## src/rtl/ml_ahb_pkg.sv

```systemverilog
// ml_ahb_pkg
// Shared AHB definitions for the multi-layer arbiter ports:
//   - HTRANS and HBURST encodings
//   - arbiter port state type (also used for the state debug output)
//   - helpers mapping HBURST to its beat count and fixed-length flag
package ml_ahb_pkg;

    localparam logic [1:0] HTRANS_IDLE   = 2'b00;
    localparam logic [1:0] HTRANS_BUSY   = 2'b01;
    localparam logic [1:0] HTRANS_NONSEQ = 2'b10;
    localparam logic [1:0] HTRANS_SEQ    = 2'b11;

    localparam logic [2:0] HBURST_SINGLE = 3'b000;
    localparam logic [2:0] HBURST_INCR   = 3'b001;
    localparam logic [2:0] HBURST_WRAP4  = 3'b010;
    localparam logic [2:0] HBURST_INCR4  = 3'b011;
    localparam logic [2:0] HBURST_WRAP8  = 3'b100;
    localparam logic [2:0] HBURST_INCR8  = 3'b101;
    localparam logic [2:0] HBURST_WRAP16 = 3'b110;
    localparam logic [2:0] HBURST_INCR16 = 3'b111;

    typedef enum logic {
        ARB_IDLE  = 1'b0,
        ARB_OWNED = 1'b1
    } arb_state_e;

    // Beats remaining after the NONSEQ beat of a burst (length - 1).
    // Undefined-length INCR has no known length, so it loads 0 like SINGLE.
    function automatic logic [3:0] burst_len_m1(input logic [2:0] hburst);
        logic [3:0] len_m1;
        case (hburst)
            HBURST_WRAP4,  HBURST_INCR4:  len_m1 = 4'd3;
            HBURST_WRAP8,  HBURST_INCR8:  len_m1 = 4'd7;
            HBURST_WRAP16, HBURST_INCR16: len_m1 = 4'd15;
            default:                      len_m1 = 4'd0;
        endcase
        return len_m1;
    endfunction

    // True for bursts of a fixed beat count greater than one.
    function automatic logic burst_is_fixed(input logic [2:0] hburst);
        return (hburst != HBURST_SINGLE) && (hburst != HBURST_INCR);
    endfunction

endpackage

```

## src/rtl/ml_ahb_prio_port_0.sv

```systemverilog
// ml_ahb_prio_port_0
// Priority decoder for the two masters of port 0, assuming both request.
// Lower priority value wins; a tie goes to master 0.
//   prio  [5:0] in  : [2:0] master 0 priority, [5:3] master 1 priority
//   decod [1:0] out : one-hot preferred master (01 = master 0, 10 = master 1)
module ml_ahb_prio_port_0 (
    input  logic [5:0] prio,
    output logic [1:0] decod
);

    always_comb begin
        decod = 2'b01;
        if (prio[5:3] < prio[2:0]) begin
            decod = 2'b10;
        end
    end

endmodule

```

## src/rtl/ml_ahb_arb_port_0.sv

```systemverilog
// ml_ahb_arb_port_0
// AHB multi-layer slave-port arbiter for two masters.
// Grants the address phase to one master, tracks the data-phase owner and
// the remaining beats of fixed-length bursts, and only re-arbitrates at
// burst boundaries (rearbitration points) unless the owner holds HMASTLOCK.
//
// Handshake: a beat is transferred when HREADY=1 and the owner drives
// NONSEQ or SEQ; while HREADY=0 every piece of state holds.
//
// Ports:
//   HCLK, HRESETn              : clock, synchronous active-low reset
//   req[1:0]                   : per-master bus request
//   prio[5:0]                  : per-master priority, lower value wins
//   htrans_m*/hburst_m*        : each master's address-phase controls
//   hmastlock_m*               : each master's locked-sequence flag
//   HREADY                     : port-level transfer completion
//   addr_sel[1:0]              : one-hot address-phase owner, 00 = none
//   data_sel[1:0]              : one-hot data-phase owner, 00 = none
//   burst_cnt[3:0]             : remaining beats of the fixed burst
//   state_dbg                  : arbiter state, for observation only
module ml_ahb_arb_port_0
    import ml_ahb_pkg::*;
(
    input  logic       HCLK,
    input  logic       HRESETn,
    input  logic [1:0] req,
    input  logic [5:0] prio,
    input  logic [1:0] htrans_m0,
    input  logic [1:0] htrans_m1,
    input  logic [2:0] hburst_m0,
    input  logic [2:0] hburst_m1,
    input  logic       hmastlock_m0,
    input  logic       hmastlock_m1,
    input  logic       HREADY,
    output logic [1:0] addr_sel,
    output logic [1:0] data_sel,
    output logic [3:0] burst_cnt,
    output arb_state_e state_dbg
);

    arb_state_e state_q, state_d;
    logic [1:0] addr_sel_q, addr_sel_d;
    logic [1:0] data_sel_q, data_sel_d;
    logic [3:0] burst_cnt_q, burst_cnt_d;

    logic [1:0] prio_decod;
    logic [1:0] winner;
    logic [1:0] own_htrans;
    logic [2:0] own_hburst;
    logic       own_lock;
    logic       own_req;
    logic       owned;
    logic       beat_ok;
    logic       rp;

    ml_ahb_prio_port_0 u_prio (
        .prio  (prio),
        .decod (prio_decod)
    );

    // The decoder assumes both masters compete; a lone requester wins outright.
    always_comb begin
        winner = req;
        if (req == 2'b11) begin
            winner = prio_decod;
        end
    end

    // Owner-side controls, muxed by the current address-phase owner.
    always_comb begin
        own_htrans = htrans_m0;
        own_hburst = hburst_m0;
        own_lock   = hmastlock_m0;
        if (addr_sel_q[1]) begin
            own_htrans = htrans_m1;
            own_hburst = hburst_m1;
            own_lock   = hmastlock_m1;
        end
        own_req = |(req & addr_sel_q);
    end

    always_comb begin
        owned   = (state_q == ARB_OWNED);
        beat_ok = HREADY && owned &&
                  ((own_htrans == HTRANS_NONSEQ) || (own_htrans == HTRANS_SEQ));
        // Rearbitration points: the owner is idle, a SINGLE completes, the
        // final beat of a fixed burst completes, or an INCR owner parks with
        // BUSY after withdrawing its request. A locked owner never yields.
        rp = HREADY && owned && !own_lock &&
             ((own_htrans == HTRANS_IDLE) ||
              (beat_ok && (own_htrans == HTRANS_NONSEQ) &&
               (own_hburst == HBURST_SINGLE)) ||
              (beat_ok && (own_htrans == HTRANS_SEQ) &&
               burst_is_fixed(own_hburst) && (burst_cnt_q == 4'd1)) ||
              ((own_htrans == HTRANS_BUSY) && !own_req &&
               (own_hburst == HBURST_INCR)));
    end

    always_comb begin
        state_d     = state_q;
        addr_sel_d  = addr_sel_q;
        data_sel_d  = data_sel_q;
        burst_cnt_d = burst_cnt_q;

        case (state_q)
            ARB_IDLE: begin
                // Granting from idle does not wait for HREADY.
                if (req != 2'b00) begin
                    state_d    = ARB_OWNED;
                    addr_sel_d = winner;
                end
            end
            ARB_OWNED: begin
                if (rp) begin
                    if (req == 2'b00) begin
                        state_d    = ARB_IDLE;
                        addr_sel_d = 2'b00;
                    end else begin
                        addr_sel_d = winner;
                    end
                end
            end
            default: begin
                state_d    = ARB_IDLE;
                addr_sel_d = 2'b00;
            end
        endcase

        if (HREADY) begin
            data_sel_d = beat_ok ? addr_sel_q : 2'b00;
        end

        if (beat_ok) begin
            if (own_htrans == HTRANS_NONSEQ) begin
                burst_cnt_d = burst_len_m1(own_hburst);
            end else if (burst_is_fixed(own_hburst) && (burst_cnt_q != 4'd0)) begin
                burst_cnt_d = burst_cnt_q - 4'd1;
            end
        end
    end

    always_ff @(posedge HCLK) begin
        if (!HRESETn) begin
            state_q     <= ARB_IDLE;
            addr_sel_q  <= 2'b00;
            data_sel_q  <= 2'b00;
            burst_cnt_q <= 4'd0;
        end else begin
            state_q     <= state_d;
            addr_sel_q  <= addr_sel_d;
            data_sel_q  <= data_sel_d;
            burst_cnt_q <= burst_cnt_d;
        end
    end

    assign addr_sel  = addr_sel_q;
    assign data_sel  = data_sel_q;
    assign burst_cnt = burst_cnt_q;
    assign state_dbg = state_q;

endmodule

```

## config.mk

```make
export PLATFORM = sky130hd
export DESIGN_NAME = ml_ahb_arb_port_0
export DESIGN_NICKNAME = d
export VERILOG_FILES = /design/src/rtl/ml_ahb_pkg.sv /design/src/rtl/ml_ahb_prio_port_0.sv /design/src/rtl/ml_ahb_arb_port_0.sv
export SDC_FILE = /design/constraint.sdc
export NUM_CORES = 1
export LEC_CHECK = 0
export ABC_AREA = 1
export BUFFER_PORTS_ARGS = -buffer_cell sky130_fd_sc_hd__buf_2
export CORE_UTILIZATION = 40
export CTS_CLUSTER_DIAMETER = 60
export DETAILED_ROUTE_END_ITERATION = 16
export PLACE_DENSITY = 0.76
export SLEW_MARGIN = 5
export SYNTH_ARGS = -nofsm -noshare
export SYNTH_HDL_FRONTEND = slang
export SYNTH_HIERARCHICAL = 1
export SYNTH_SLANG_ARGS = --single-unit
```

## constraint.sdc

```tcl
create_clock -name HCLK -period 3.4 [get_ports HCLK]
set_clock_uncertainty 0.15 [all_clocks]
set_input_delay 0.17 -clock HCLK [delete_from_list [all_inputs] [get_ports HCLK]]
set_output_delay 0.17 -clock HCLK [all_outputs]
set_load 0.01 [all_outputs]
```

* Word-level counts from Yosys, hierarchy flattened
Index checks and enable logic that the tools add are counted.
Storage, ports and cells: register bits after elaboration 9, bits of input ports 23, logic and storage cells 72
Cells by class: reduce and logical (&&, ||, !) cells 32, add/subtract/negate cells 1, mux-type cells 17, order comparisons 1, eq/ne operators 15, bitwise logic cells 2
Operators with widths (number):
- 2-to-1 mux 2 bit | 7
- logical AND 1 bit | 13
- == test 3 bit (second input constant) | 4
- one-hot mux 4 bit (3 select lines) | 1
- 2-to-1 mux 4 bit | 2
- OR reduction 2 bit | 4
- == test 2 bit (second input constant) | 3
- == test 3 x 2 -> 1 bit (second input constant) | 2
- == test 4 x 1 -> 1 bit (second input constant) | 1
- logical NOT 2 bit | 2
- logical OR 1 bit | 4
- 2-to-1 mux 1 bit | 4
- one-hot mux 2 bit (2 select lines) | 1
- AND reduction 2 bit | 2
- nonzero test 2 bit | 2
- nonzero test 4 bit | 1
- subtractor 4 x 1 -> 4 bit (second input constant) | 1
- == test 3 x 1 -> 1 bit (second input constant) | 1
- logical NOT 3 bit | 1
- less-than comparator 3 bit | 1
- 2-to-1 mux 3 bit | 1
- != test 3 x 1 -> 1 bit (second input constant) | 1
- nonzero test 3 bit | 1
- bitwise AND 2 bit | 1
- other kinds (6) | 7

* Logic depth before layout (Yosys ltp)
Gate-level depths: netlist of run 1.
depth after elaboration 12, gate-level depth with buffers 13

* Modules after synthesis
The synthesis of run 1 kept the hierarchy.
Modules (own cells, without submodules):
- ml_ahb_arb_port_0 | sequential area each 180.2 sq um, area each 772.0 sq um, cells each 121, instances 1
- ml_ahb_prio_port_0 | sequential area each 0.0 sq um, area each 88.8 sq um, cells each 15, instances 1

* Least setup slack after synthesis of run 1
No wires, ideal clock.
path kind reg2reg, start register addr_sel_q[1] (netlist: addr_sel[1]), end register addr_sel_q[0] (netlist: addr_sel[0]), clock period less this slack 1.536 ns, arrival time 1.272 ns, cell stages (with the launch flop) 14, buffers on the path 0, setup slack 1.864 ns, cell sequence dfxtp_1 inv_2 nand2_2 nand2_4 nor2_8 nand3_2 nand2_1 inv_1 nand2_2 nand2_2 nand2_4 nand2_1 nand2_1 nor2_2
Between the ends: cells in the longest elaborated chain, start to end 12
RTL lines:
- from (decl) | line ml_ahb_arb_port_0.sv:42 | logic [1:0] addr_sel_q, addr_sel_d;
- from (signal assigned) | line ml_ahb_arb_port_0.sv:150 | addr_sel_q <= addr_sel_d;
- 2-to-1 mux 2 bit | line ml_ahb_arb_port_0.sv:74 | if (addr_sel_q[1]) begin
- == test 2 bit, on equally long branches | line ml_ahb_arb_port_0.sv:85, ml_ahb_arb_port_0.sv:91, ml_ahb_arb_port_0.sv:93
- logical OR 1 bit | line ml_ahb_arb_port_0.sv:85 | ((own_htrans == HTRANS_NONSEQ) || (own_htrans == HTRANS_SEQ));
- logical AND 1 bit | line ml_ahb_arb_port_0.sv:84 | beat_ok = HREADY && owned &&
- logical AND 1 bit, on equally long branches (2 in series) | line ml_ahb_arb_port_0.sv:91, ml_ahb_arb_port_0.sv:93
- logical OR 1 bit / logical AND 1 bit (equally long branches) | line ml_ahb_arb_port_0.sv:90, ml_ahb_arb_port_0.sv:94
- logical OR 1 bit | line ml_ahb_arb_port_0.sv:92 | (own_hburst == HBURST_SINGLE)) ||
- logical OR 1 bit | line ml_ahb_arb_port_0.sv:94 | burst_is_fixed(own_hburst) && (burst_cnt_q == 4'd1)) ||
- logical AND 1 bit (*) | line ml_ahb_arb_port_0.sv:89 | rp = HREADY && owned && !own_lock &&
- != test 2 x 1 -> 1 bit (no source line) (*)
- AND reduction 2 bit (no source line) (*)
Every way passes the cells marked *; elsewhere a longest branch is shown, timed or not. A chain may end at the register's enable or synchronous reset.

* Worst setup path after layout of run 1
start register addr_sel_q[1] (netlist: addr_sel[1]), end register addr_sel_q[1] (netlist: addr_sel[1])
The elaborated chain is that of the path after synthesis.

==> results of run 1 <==
[logic make-up after synthesis]
group,Yosys count,share of synthesized area [%]
adders and majority gates,4,5.81
xor gates and xnor gates,1,1.02
AOI/OAI and AO/OA,20,15.7
DFF,9,20.9
and+or+nand+nor,76,44.3
buffers and inverters,26,12.2
[sequential cells by signal, indices dropped and copies added, names as in the netlist]
name	cells
addr_sel	2
burst_cnt	4
data_sel	2
state_dbg	1
[Yosys cell counts]
| master | n |
|---|---|
| o21ai_4 | 1 |
| nand2_4 | 2 |
| nand3_1 | 1 |
| inv_1 | 21 |
| a22oi_1 | 1 |
| a211oi_2 | 1 |
| nand3_2 | 1 |
| o21ai_0 | 5 |
| buf_6 | 1 |
| inv_2 | 4 |
| nor2_8 | 1 |
| a21oi_1 | 6 |
| nor2_1 | 13 |
| nand2_1 | 39 |
| o32ai_1 | 1 |
| nand2_2 | 14 |
| a21boi_0 | 1 |
| nor2_4 | 2 |
| ha_1 | 4 |
| nor2_2 | 2 |
| o21ai_1 | 2 |
| dfxtp_1 | 9 |
| or2_2 | 1 |
| xnor2_1 | 1 |
| a21oi_2 | 2 |
[metrics by stage]
| step | instances | power, mW | cell area, µm² |
|---|---|---|---|
| final | 197 | 0.325 | 1060 |
| after floorplan | 136 | 0.210 | 861 |
| after global routing | 197 | 0.349 | 1060 |
| after CTS | 197 | 0.327 | 1060 |
| after detailed placement | 193 | 0.243 | 1040 |
| after global placement | 193 | 0.239 | 1040 |
[worst reg2reg max path: stages, from the launching register on]
cell and delay (ps):
dfxtp_1 630, inv_2 190, nand2_1 100, nand2_1 100, nor2_1 130, nand3_2 80, nand2_1 60, inv_1 40
nand2_2 50, nand2_2 60, nand2_4 80, nand2_1 50, nand2_1 80, nor2_2 40
[routing by layer]
layer | part of all wire (%) | GRT usage, %
met5 | 0 | 0
met4 | 1.4 | 6.37
met3 | 4.7 | 3.14
met2 | 49 | 32.9
met1 | 45 | 18.6
[final timing paths]
kind | startpoint | to | slack, ps | depth (start not counted)
hold reg to reg | data_sel[0] | data_sel[0] | 320 | 2
hold / removal | HREADY | data_sel[0] | 40 | 4
setup reg to reg | addr_sel[1] | addr_sel[1] | 1450 | 13
setup / recovery | addr_sel[1] | addr_sel[1] | 1450 | 13
[final cells by class]
| class | instances | area [µm²] |
|---|---|---|
| Clock buffer | 4 | 26.3 |
| Timing Repair Buffer | 31 | 155 |
| Tap cell | 27 | 33.8 |
| Sequential cell | 9 | 180 |
| Multi-Input combinational cell | 101 | 576 |
| Inverter | 25 | 93.8 |
| Fill cell | 206 | 937 |
[power groups by stage]
stage               Combinational (mW)  Clock (mW)  Sequential, mW
floorplan                       0.0883           0           0.122
global placement                 0.117           0           0.123
detailed placement               0.120           0           0.123
CTS                              0.120      0.0859           0.121
global route                     0.135      0.0918           0.122
finish                           0.119      0.0851           0.121
==> metrics.txt, run 1 <==
outcome=complete, no violations; htree depth=1; WS Path Type=reg2reg; vias per cell=4.73; most frequent cells in the layout=39 x nand2_1, 31 x buf_2, 21 x inv_1; Clk pwr share=26.2%; Post-CTS Hold Fix Bufs=0; Die Ht=48.4 µm; Slowest cell on crit path=dfxtp_1; commonest non-fill, non-tap cell in the layout=nand2_1; CP bufs+invs=2; leading area contributor after synthesis=dfxtp_1; Peak VDD IR=0.186 mV; Starting Density=43.0%; final period utilization=57.3%; full die area=2340 µm²; crit path DAT=1960 ps; Power Density=306 nW/µm²; Net Sw Power=121 µW; Slew Limit Headroom=66.7%; switching share of total power=37.0%; I/O Buffers=31; Place WS=1460 ps; share of layout cells above drive strength 1=38.2%; Nets=198; detailed-route via count=932; GPL Wtd Cong=0.774; Int Pwr=205 µW; crit-path max FO=14; top post-synthesis cells by area=dfxtp_1 21%, nand2_1 17%, nand2_2 10%; Sequential Power Share=37.1%; Rows=16; IO Pins=32; clock root buffer=clkbuf_4; CORE AREA=2000 µm²; crit start category=register; drc violations=0; CP endpoint kind=register; Synth cell types=25; Fin Setup TNS=0 ps; Max Cap Violations=0; Final WS setup=1450 ps; final hold vios=0; Max Transition Viols Final=0; Total GRT Usage=17.2%; Cell Area, Synth=861 µm²; dpl hpwl=1520 µm; total gr overflow=0; DIE WIDTH=48.4 µm; top-area cell type share of the netlist area=20.9%; initial antenna violation count=0; Seq/Total Area, Yosys=20.9%; post-CTS resize count=0; Syn. warnings=6; Lkg Pwr=0.594 nW; cells along the critical path=inv_2 -> nand2_1 -> nand2_1 -> nor2_1 -> nand3_2 -> nand2_1 -> inv_1 -> nand2_2 -> nand2_2 -> nand2_4 -> nand2_1 -> nand2_1 -> nor2_2; clk_lat worst skew=270 ps; Detailed Route WL=1830 µm; Num CTS Buffers=3; Setup-failing EPs final=0; WL per Instance=9.29 µm; unrepaired setup endpoints after global routing=no; Pre-antenna DRT Iters=3; Reg clk slew, reported paths=70 ps; drt first-iter violations=12; area delta synth->final=23.7%; most numerous cell on the critical path=nand2_1; first-pass GRT wire length=3240 µm; Synth Net Count=163; CTS tree=done; Avg Cell Area, Syn=6.33 µm²; HP Class=in2reg; #FFs+latches synth=9; antenna diode count=0; Layout Utilization=53.2%; Final ANT Viol Nets=0; Clock Path Buffers=2; clk sink count=9; combinational power share=36.7%; Largest stage delay, worst path=630 ps; critical path required time=3420 ps; Gate Count Post-Synth=136; vias in the first global route=848; largest delay contributor family on the critical path=simple AND/OR/NAND/NOR gates; pin count of the biggest net entering global routing=15; Worst-Margin Slew=499 ps; Post-CTS Setup Inserts=0; Fmax=514 MHz; Hold Slack=39.0 ps; Final min period=1950 ps
No activity file was read; power rests on OpenSTA's default activity.
==> run 2, diff against run 1 <==
Clock period 3.4 ns to 2 ns, I/O delays scaled along.
==> run 2 against run 1 <==
  * Total power grew 74%
  * Worst hold slack lost 33 ps
  * Core utilization grew 1.9 points
  * Fmax grew 9.6%
  * Non-clock buffer count grew 4
  * Sequential power grew 67%
  * Global-route usage grew 1.4 points
  * Via count shrank 2.4%
  * Count of clock-buffer cells in the layout is the same
  * Combinational power grew 80%
  * Critical endpoint is now burst_cnt[3]
  * Highest routed layer unchanged
==> metrics.txt, run 2 (synthesis results as in run 1) <==
share of layout cells above drive strength 1=37.9%; Slew Limit Headroom=78.2%; outcome=complete, no violations; flop2flop setup slack=220 ps; max reg flops=4; Power Density=513 nW/µm²; Setup-failing EPs final=0; R2R cell count=9; CORE AREA=2000 µm²; first-pass GRT wire length=3490 µm; Final ANT Viol Nets=0; vias in the first global route=878; Sequential Power Share=35.7%; crit path from=addr_sel[1]; most frequent cells in the layout=39 x nand2_1, 31 x buf_2, 21 x inv_1; crit path DAT=1790 ps; critical path required time=2010 ps; total power=566 µW; Rows=16; crit-path max FO=9; GPL Wtd Cong=0.815; CTS tree=done; full die area=2340 µm²; drc violations=0; min-delay src=req[1]; clk sink count=9; Lkg Pwr=0.612 nW; CP endpoint=burst_cnt[3]; Total GRT Usage=18.6%; Fin Setup TNS=0 ps; Clock Path Buffers=2; pin count of the biggest net entering global routing=10; Clk pwr share=26.5%; drt first-iter violations=14; clk_lat worst skew=270 ps; unrepaired setup endpoints after global routing=no; Worst-Margin Slew=327 ps; post-CTS resize count=0; Post-CTS Setup Inserts=0; Worst R2R Start=addr_sel[1]; vias per cell=4.53; htree depth=1; Int Pwr=355 µW; Final min period=1780 ps; dpl hpwl=1540 µm; WS Path Type=reg2reg; CP endpoint kind=register; Max Transition Viols Final=0; Fmax=563 MHz; Max Cap Violations=0; commonest non-fill, non-tap cell in the layout=nand2_1; DIE WIDTH=48.4 µm; detailed-route via count=910; final hold vios=0; Nets=202; antenna diode count=0; final period utilization=88.8%; Net Sw Power=211 µW; total gr overflow=0; Pre-antenna DRT Iters=4; initial antenna violation count=0; Reg clk slew, reported paths=70 ps; clock root buffer=clkbuf_4; WL per Instance=9.50 µm; worst flop-to-flop path endpoint=burst_cnt[3]; I/O Buffers=31; Detailed Route WL=1910 µm; HP Class=in2reg; switching share of total power=37.3%; Num CTS Buffers=3; Die Ht=48.4 µm; combinational power share=37.8%; Starting Density=43.0%; crit start category=register; area delta synth->final=28.1%; IO Pins=32; Peak VDD IR=0.365 mV
[run 2: changes by cell type in the layout (fill, tap and decap cells not counted), sizes merged]
cell / before / now
dlygate4sd3: 0 / 3
buf: 31 / 32
[run 2: how the worst min path moves through the flow]
stage                        endpoint  slack (ps)  cells past startpoint
final                       state_dbg           6                      3
after global routing        state_dbg          50                      3
after CTS                   state_dbg           7                      3
after detailed placement  data_sel[0]         240                      4
after global placement    data_sel[0]         240                      4
after floorplan           addr_sel[0]          80                      2
[run 2: area by class of cell]
class | count | area [µm²]
repair buffers | 35 | 193
inverters | 25 | 93.8
fillers | 218 | 900
well taps | 27 | 33.8
clock buffers | 4 | 26.3
multi-input cells | 101 | 576
flip-flops and latches | 9 | 180
[run 2: critical path, cell delays in order, from the launching register on]
cell and delay, ps:
dfxtp_1 510, inv_2 160, nand2_1 80, nand2_1 90, inv_1 120, nor2_4 70
o21ai_4 250, inv_2 60, o21ai_1 120, nor2_1 50
[run 2: power groups by stage]
stage / sequential, mW / clock, mW / combinational (mW)
2_1_floorplan: 0.207 / 0 / 0.150
3_3_place_gp: 0.205 / 0 / 0.205
3_5_place_dp: 0.206 / 0 / 0.210
4_1_cts: 0.202 / 0.152 / 0.215
5_1_grt: 0.204 / 0.159 / 0.243
6_report: 0.202 / 0.150 / 0.214
[run 2: repair_timing]
action	4_1_cts	5_1_grt
endpoints found under the hold margin	6	0
hold buffers	3	0
endpoints found under the setup margin	0	0
[run 2: per-layer routing]
metal  track usage, %  wire, µm  vias up
li1                 -         -      490
met4             7.35        35        0
met3             1.89        67        4
met1             20.8       875      395
met5                0         0        -
met2             35.7       932       21
[run 2: through the flow]
step	hold WS (ps)	setup slack, ps	instance area, µm²	utilization (%)	cells
floorplan	84.7	464	861	-	136
global placement	237	311	1050	52.3	194
detailed placement	240	251	1050	52.3	194
CTS	7.45	222	1100	55.1	201
global route	50.2	37.6	1100	55.1	201
finish	5.59	223	1100	55.1	201
==> run 3, diff against run 2 <==
Settings changed: REMOVE_ABC_BUFFERS from default to 1, SLEW_MARGIN 5 to 20.
==> run 3 against run 2 <==
  * Combinational power about the same
  * Global-route usage down 1.5 points
  * Total power down 1.4%
  * Clock power down 4%
  * Routed wire length down 3.9%
  * Fmax up 4.6%
  * Critical path depth unchanged
  * Sequential share of layout area up 0.15 points
  * First-iteration DRC count down 7.1%
  * Final cell count down 0.50%
  * Non-clock buffer count down 1
  * Die area unchanged
  * Highest routed layer unchanged
==> metrics.txt, run 3 (synthesis results as in run 1) <==
Starting Density=43.0%; clk sink count=9; Seq. cell area=180 µm²; full die area=2340 µm²; IO Pins=32; Sequential Power Share=35.9%; Final WS setup=302 ps; commonest non-fill, non-tap cell in the layout=nand2_1; CTS tree=done; largest delay contributor family on the critical path=simple AND/OR/NAND/NOR gates; GPL Wtd Cong=0.768; Num CTS Buffers=3; Fmax=589 MHz; Filler Cells Inserted=209; unrepaired setup endpoints after global routing=no; WS Path Type=reg2reg; clock root buffer=clkbuf_4; Clk pwr share=25.8%; Multi-input gate area=576 µm²; Nets=201; cells along the critical path=buf_4 -> nand2_1 -> nand2_1 -> inv_1 -> nor2_4 -> nand2_1 -> o21ai_0 -> nor2_1 -> a211oi_2; clk_lat worst skew=270 ps; most numerous cell on the critical path=nand2_1; Max Cap Violations=0; initial antenna violation count=0; Setup-failing EPs final=0; Place WS=335 ps; detailed-route via count=927; flop2flop setup slack=300 ps; HP Class=in2reg; Final ANT Viol Nets=0; Power Density=511 nW/µm²; final period utilization=84.9%; Max Transition Viols Final=0; Net Sw Power=204 µW; drt first-iter violations=13; max reg flops=4; CP bufs+invs=2; post-CTS resize count=0; final hold vios=0; WL per Instance=9.18 µm; area delta synth->final=26.9%; combinational power share=38.3%; Clock Path Buffers=2; drc violations=0; Largest stage delay, worst path=430 ps; htree depth=1; crit path DAT=1740 ps; share of layout cells above drive strength 1=38.2%; total gr overflow=0; Int Pwr=353 µW; crit-path max FO=10; CP endpoint kind=register; most frequent cells in the layout=39 x nand2_1, 31 x buf_2, 21 x inv_1; dpl hpwl=1520 µm; Fin Setup TNS=0 ps; Post-CTS Hold Fix Bufs=2; antenna diode count=0; switching share of total power=36.6%; Detailed Route WL=1840 µm; pin count of the biggest net entering global routing=11; Final min period=1700 ps; critical path required time=2040 ps; min-delay src=req[0]; Total GRT Usage=17.1%; Slew Limit Headroom=83.6%; Die Ht=48.4 µm; Worst-Margin Slew=246 ps; first-pass GRT wire length=3170 µm; vias in the first global route=799; crit path from=addr_sel[1]; crit start category=register; Slowest cell on crit path=dfxtp_1; Post-CTS Setup Inserts=0; Rows=16; outcome=complete, no violations; Pre-antenna DRT Iters=4; Worst R2R Start=addr_sel[1]; vias per cell=4.64; CORE AREA=2000 µm²; Reg clk slew, reported paths=60 ps; Lkg Pwr=0.608 nW; I/O Buffers=31; Peak VDD IR=0.440 mV; DIE WIDTH=48.4 µm
## run 3: final cells by class
| type | count | area share, % |
|---|---|---|
| multi-input cells | 101 | 52.7 |
| well taps | 27 | 3.09 |
| clock buffers | 4 | 2.41 |
| flip-flops and latches | 9 | 16.5 |
| repair buffers | 34 | 16.7 |
| inverters | 25 | 8.59 |
## run 3: layer usage
layer | GRT usage, % | up-vias | wire length (µm)
met2 | 30.8 | 30 | 907
met1 | 19.7 | 402 | 809
met4 | 8.82 | 0 | 32
met3 | 2.20 | 2 | 86
met5 | 0 | - | 0
li1 | - | 493 | -
## run 3: worst paths after layout
check,endpoint,cells past startpoint
worst max-delay path,burst_cnt[0],9
worst max register to register,burst_cnt[0],9
worst min-delay path,state_dbg,3
worst min register to register,data_sel[0],2
## run 3: worst min-delay path, cell delays in order
cell     delay [ps]
buf_2           110
nor2_1           50
a21oi_1         120
## run 3: through the flow
step / utilization, % / power [mW] / area (µm²) / hold slack (ps) / std cells
after floorplan: - / 0.353 / 850 / 84.7 / 135
after global placement: 52.3 / 0.410 / 1050 / 241 / 194
after detailed placement: 52.3 / 0.415 / 1050 / 246 / 194
after CTS: 54.6 / 0.564 / 1090 / 5.65 / 200
after global routing: 54.6 / 0.603 / 1090 / 33.6 / 200
final: 54.6 / 0.558 / 1090 / 1.03 / 200
## run 3: power by group through the flow
| stage | logic (mW) | registers (mW) | clock network, mW |
|---|---|---|---|
| floorplan | 0.142 | 0.211 | 0 |
| global placement | 0.207 | 0.203 | 0 |
| detailed placement | 0.212 | 0.203 | 0 |
| CTS | 0.217 | 0.200 | 0.148 |
| global route | 0.242 | 0.201 | 0.160 |
| finish | 0.214 | 0.200 | 0.144 |
